File: config.mk
export PLATFORM = sky130hd
export DESIGN_NAME = mux_select_arbiter
export DESIGN_NICKNAME = d
export VERILOG_FILES = /design/src/rtl/mux_select_arbiter.sv
export SDC_FILE = /design/constraint.sdc
export NUM_CORES = 1
export LEC_CHECK = 0
export CAP_MARGIN = 10
export CELL_PAD_IN_SITES_DETAIL_PLACEMENT = 1
export CELL_PAD_IN_SITES_GLOBAL_PLACEMENT = 2
export CORE_MARGIN = 3
export CORE_UTILIZATION = 24
export CTS_CLUSTER_DIAMETER = 80
export CTS_CLUSTER_SIZE = 12
export DETAILED_ROUTE_END_ITERATION = 6
export GPL_TIMING_DRIVEN = 0
export PLACE_DENSITY_LB_ADDON = 0.25
export RECOVER_POWER = 50
export SLEW_MARGIN = 20
export SYNTH_ARGS = -nofsm -noshare
export SYNTH_HDL_FRONTEND = slang
export SYNTH_SLANG_ARGS = --single-unit
export TNS_END_PERCENT = 5
File: constraint.sdc
create_clock -name Clk -period 1.7 [get_ports Clk]
set_input_delay 0.255 -clock Clk [delete_from_list [all_inputs] [get_ports Clk]]
set_output_delay 0.255 -clock Clk [all_outputs]
set_load 0.01 [all_outputs]
File: src/rtl/mux_select_arbiter.sv
// -----------------------------------------------------------------------------
// mux_select_arbiter
//
// Two-requester round-robin arbiter that owns the select line of a shared
// 1-bit 2:1 mux. Grants are exclusive and registered. A dead TURN cycle always
// separates two owners. While the other side is waiting, a hold limit caps how
// long one owner can keep the resource.
//
// Parameters
//   HOLD_MAX : maximum consecutive grant cycles under contention (1..16)
//
// Ports
//   Clk      in   rising-edge clock
//   Reset    in   synchronous, active-high; every output returns to its reset
//                 value
//   ReqA     in   level request from requester A
//   ReqB     in   level request from requester B
//   GntA     out  A owns the resource (registered)
//   GntB     out  B owns the resource (registered)
//   Sel      out  mux select: 1 = requester A input, 0 = requester B input
//   Busy     out  GntA | GntB
//   LastGnt  out  round-robin pointer: 1 = A served most recently, 0 = B
//   HoldCnt  out  contention counter of the current owner
// -----------------------------------------------------------------------------
module mux_select_arbiter #(
    parameter int HOLD_MAX = 8
) (
    input  logic       Clk,
    input  logic       Reset,
    input  logic       ReqA,
    input  logic       ReqB,
    output logic       GntA,
    output logic       GntB,
    output logic       Sel,
    output logic       Busy,
    output logic       LastGnt,
    output logic [3:0] HoldCnt
);

    typedef enum logic [1:0] {
        IDLE  = 2'd0,
        OWN_A = 2'd1,
        OWN_B = 2'd2,
        TURN  = 2'd3
    } state_t;

    // The counter value seen in the owner's final cycle under contention.
    localparam logic [3:0] HOLD_LAST = 4'(HOLD_MAX - 1);

    state_t     state_q, state_d;
    logic       gnt_a_q, gnt_a_d;
    logic       gnt_b_q, gnt_b_d;
    logic       sel_q,   sel_d;
    logic       last_q,  last_d;
    logic [3:0] hold_q,  hold_d;

    // Decision rule used when nobody owns the resource. On a tie, the side
    // not served most recently wins.
    function automatic state_t decide(input logic req_a,
                                      input logic req_b,
                                      input logic last_was_a);
        if (req_a && (!req_b || !last_was_a)) begin
            return OWN_A;
        end
        if (req_b) begin
            return OWN_B;
        end
        return IDLE;
    endfunction

    always_comb begin
        state_d = state_q;
        case (state_q)
            IDLE, TURN: begin
                state_d = decide(ReqA, ReqB, last_q);
            end
            OWN_A: begin
                // Voluntary release, or forced release after HOLD_MAX
                // contended cycles.
                if (!ReqA || (ReqB && (hold_q == HOLD_LAST))) begin
                    state_d = TURN;
                end
            end
            OWN_B: begin
                if (!ReqB || (ReqA && (hold_q == HOLD_LAST))) begin
                    state_d = TURN;
                end
            end
            default: begin
                state_d = IDLE;
            end
        endcase

        gnt_a_d = (state_d == OWN_A);
        gnt_b_d = (state_d == OWN_B);

        // Sel and the pointer change only when a new owner takes over.
        // Otherwise they hold, so the mux output does not glitch in TURN or
        // IDLE.
        sel_d  = sel_q;
        last_d = last_q;
        if ((state_d == OWN_A) && (state_q != OWN_A)) begin
            sel_d  = 1'b1;
            last_d = 1'b1;
        end
        if ((state_d == OWN_B) && (state_q != OWN_B)) begin
            sel_d  = 1'b0;
            last_d = 1'b0;
        end

        // The counter advances only while ownership continues and the other
        // side waits. A gap in the other request restarts the window. Every
        // other case, including entry, TURN and IDLE, leaves it at zero.
        // HOLD_LAST forces a release before the counter can wrap.
        hold_d = '0;
        if ((state_q == OWN_A) && (state_d == OWN_A) && ReqB) begin
            hold_d = hold_q + 4'd1;
        end
        if ((state_q == OWN_B) && (state_d == OWN_B) && ReqA) begin
            hold_d = hold_q + 4'd1;
        end
    end

    always_ff @(posedge Clk) begin
        if (Reset) begin
            state_q <= IDLE;
            gnt_a_q <= 1'b0;
            gnt_b_q <= 1'b0;
            sel_q   <= 1'b0;
            last_q  <= 1'b0;
            hold_q  <= '0;
        end else begin
            state_q <= state_d;
            gnt_a_q <= gnt_a_d;
            gnt_b_q <= gnt_b_d;
            sel_q   <= sel_d;
            last_q  <= last_d;
            hold_q  <= hold_d;
        end
    end

    assign GntA    = gnt_a_q;
    assign GntB    = gnt_b_q;
    assign Sel     = sel_q;
    assign Busy    = gnt_a_q | gnt_b_q;
    assign LastGnt = last_q;
    assign HoldCnt = hold_q;

endmodule

==> summary.md <==
| Metric | Value |
|---|---|
| GR Layer Usage met3 | 4.30% |
| Share of cells above drive strength 1 | around 36% |
| Crit-path max FO | 7 |
| Met1 Use GR | 12.4% |
| Final RePlAce weighted congestion | 0.681 |
| CTS root buf | clkbuf_4 |
| Via Count | 470 |
| Fin crit share | 99.0% |
| Total track usage | 10.2% |
| DR vias/cell | 4.61 |
| M2 GR Usage | 15.7% |
| Slowest CP cell | dfxtp_4 |
| Clk Latency, worst-skew pair | 0.26 ns |
| Hold WC Path Type | flop to flop |
| Final hold violation count | 0 |
| Fin nets | 84 |
| Largest net degree at the start of global routing | 8 |
| Peak supply drop | 0.704 mV |
| Post-Syn Instances | 57 |
| Drt wl/cell | around 12 µm |
| Syn nets | 65 |
| Die ar. | around 0.0027 mm² |
| # placed instances | 96 |
| # setup viols final | 0 |
| Initial core utilization | 25.8% |
| YS warnings | 0 |
| Detailed placer's ending HPWL | roughly 910 µm |
| Leak Pwr | 0.312 nW |
| Critical path class | flop to flop |
| Total grt overflow | 0 |
| DIE HEIGHT | 52.1 µm |
| Power Dens Cells | approximately 1700 mW/mm² |
| Post-synthesis register bit count | 9 |
| Clk buf depth | 2 |
| Layout area overhead | 55.9% |
| Worst Clk Skew | between 0.004 and 0.005 ns |
| Site Rows | 16 |
| Initial DRT Pass Iterations | 2 |
| Port bufs | 12 |
| Clock transition at path regs | 0.06 ns |
| Max-cap violation count | 0 |
| TritonCTS clock tree | done |
| Post-synthesis area per instance | 8.96 µm² |
| # clock sinks | 9 |
| Synth cell types | 32 |
| Slew @ Worst Pin | 0.358 ns |
| Num CTS Buffers | 3 |
| Fmax | 0.594 GHz |
| Setup crit end kind | flop |
| Fin. max-slew vios | 0 |
| Antenna Cells | 0 |
| Outcome | finished, final reports clean |
| Crit path cell chain | inv_4 > ha_4 > and2b_2 > a221o_1 > nand2_2 > buf_6 > a21bo_4 > a21oi_2 |
| Final Critical Period | 1.68 ns |
| H-tree Lvls | 1 |
| Core box area | 0.00198 mm² |
| Most instantiated cells after synthesis | dfxtp_1, nor2_1, ha_1, inv_1 |
| Final WL | between 1 and 1.5 mm |
| RSZ-0062 raised after global routing | yes |
| Post-synth EDFFs | 0 |
| Hold_buf cts | 0 |
| Top cells by area, synth | dfxtp_1, ha_1, nor2_1, inv_1, or2b_1 |
| DRC viols | 0 |
| Sequential fraction of the synthesis area | 35.3% |
| Rel. slew slack | 76.0% |
| Initial drt markers | 2 |
| Most numerous cell in the Yosys netlist | dfxtp_1 |
| IO Pins | 13 |
| Aggregate negative setup slack | 0 ns |
| Worst Path Arrival | 1.83 ns |
| GR peak layer | met2 |
| Crit path launch type | flop |
| Reg2Reg Depth | 8 |
| Hold path depth | 1 |
| Die width | between 50 and 60 µm |
| Non-filler cells, final | 102 |
| Vias in the first global route | 458 |
| Routed Antenna Nets | 0 |
| Crit-path max cell delay | 0.38 ns |
| Antenna violations before repair | 0 |
| Area of the mapped netlist | between 500 and 600 µm² |
| Async set-reset flop share out of synthesis | 0% |
| Area share of the largest cell type after synthesis | 35.3% |
| Leading area contributor after synthesis | dfxtp_1 |
| Worst EP required | between 1.5 and 2 ns |
| Most used DFF post-synth | dfxtp_1 |
| First-pass GRT wire length | between 2 and 2.5 mm |
[worst paths after layout]
path / startpoint / to / slack (ns)
setup / recovery: state_q[0] / LastGnt / 0.02
hold / removal: HoldCnt[0] / HoldCnt[0] / 0.43
setup reg to reg: state_q[0] / LastGnt / 0.02
hold reg to reg: HoldCnt[0] / HoldCnt[0] / 0.43
[worst max-delay path: cells and delay by family (launching register included)]
family / cells / cell delay, ns
AOI/OAI and AO/OA: 3 / 0.45
adders and majority gates: 1 / 0.31
buffers and inverters: 2 / 0.14
DFF: 1 / 0.38
and+or+nand+nor: 2 / 0.29
[cell type report]
class                           instances  area (µm²)
Multi-Input combinational cell         43         385
Buffer                                  1        7.51
Inverter                                4        17.5
Sequential cell                         9         186
Fill cell                             234        1190
Clock buffer                            4        26.3
Tap cell                               27        33.8
Timing Repair Buffer                   14         139
[per-layer routing]
| layer | up-vias | wire length, µm | share of wire, % |
|---|---|---|---|
| met3 | 2 | 80 | 6.7 |
| met2 | 12 | 598 | 50 |
| met5 | - | 0 | 0 |
| met4 | 0 | 10 | 0.83 |
| li1 | 230 | - | - |
| met1 | 226 | 513 | 43 |
[flip-flops by register name, summed over array words and instances (netlist names)]
name and flops:
HoldCnt 4, state_q 2, GntA 1, GntB 1, LastGnt 1
[logic make-up (layout without fill, tap and decap cells)]
logic type | Yosys count | in the layout | share of synthesized area [%]
compound gates | 11 | 11 | 17.6
fa+ha+maj | 4 | 4 | 9.80
buf+inv | 5 | 23 | 4.41
flops | 9 | 9 | 35.3
xor+xnor | 2 | 2 | 3.43
simple gates | 26 | 26 | 29.4
[cell usage in the layout, fill, tap and decap left out, types with 2 or more instances in the layout]
| cell type | n |
|---|---|
| clkdlybuf4s50_1 | 7 |
| dfxtp_1 | 6 |
| nor2_1 | 5 |
| dlygate4sd3_1 | 5 |
| inv_1 | 3 |
| clkbuf_4 | 3 |
| dfxtp_2 | 2 |
| nor2b_1 | 2 |
| nor2_2 | 2 |
| nand2_1 | 2 |
| a21oi_2 | 2 |
| nor3_1 | 2 |
| or2b_1 | 2 |
| ha_1 | 2 |
| buf_4 | 2 |
[stage by stage]
step	hold slack [ns]	setup WS [ns]	total power (W)	instance area, µm²	util [%]
global placement	0.452	-0.211	0.000959	677	34.2
floorplan	0.317	0.0220	0.000738	523	-
detailed placement	0.455	-0.211	0.000958	677	34.2
CTS	0.471	-0.00722	0.00119	733	37.0
global route	0.465	-0.0565	0.00143	796	40.2
finish	0.428	0.0169	0.00133	796	40.2
[report_power, final]
part           internal, W  switching [W]
Sequential        0.000272      0.0000482
Combinational     0.000441       0.000402
Clock            0.0000903      0.0000727
[timing repair]
action                     CTS  global route
cloned                       0             0
hold endpoints to repair     0             0
setup endpoints to repair    6             7
setup buffers                2             0
gates resized for setup      6            13
pin swaps                    4             4
Power figures use the tool's default switching activity.
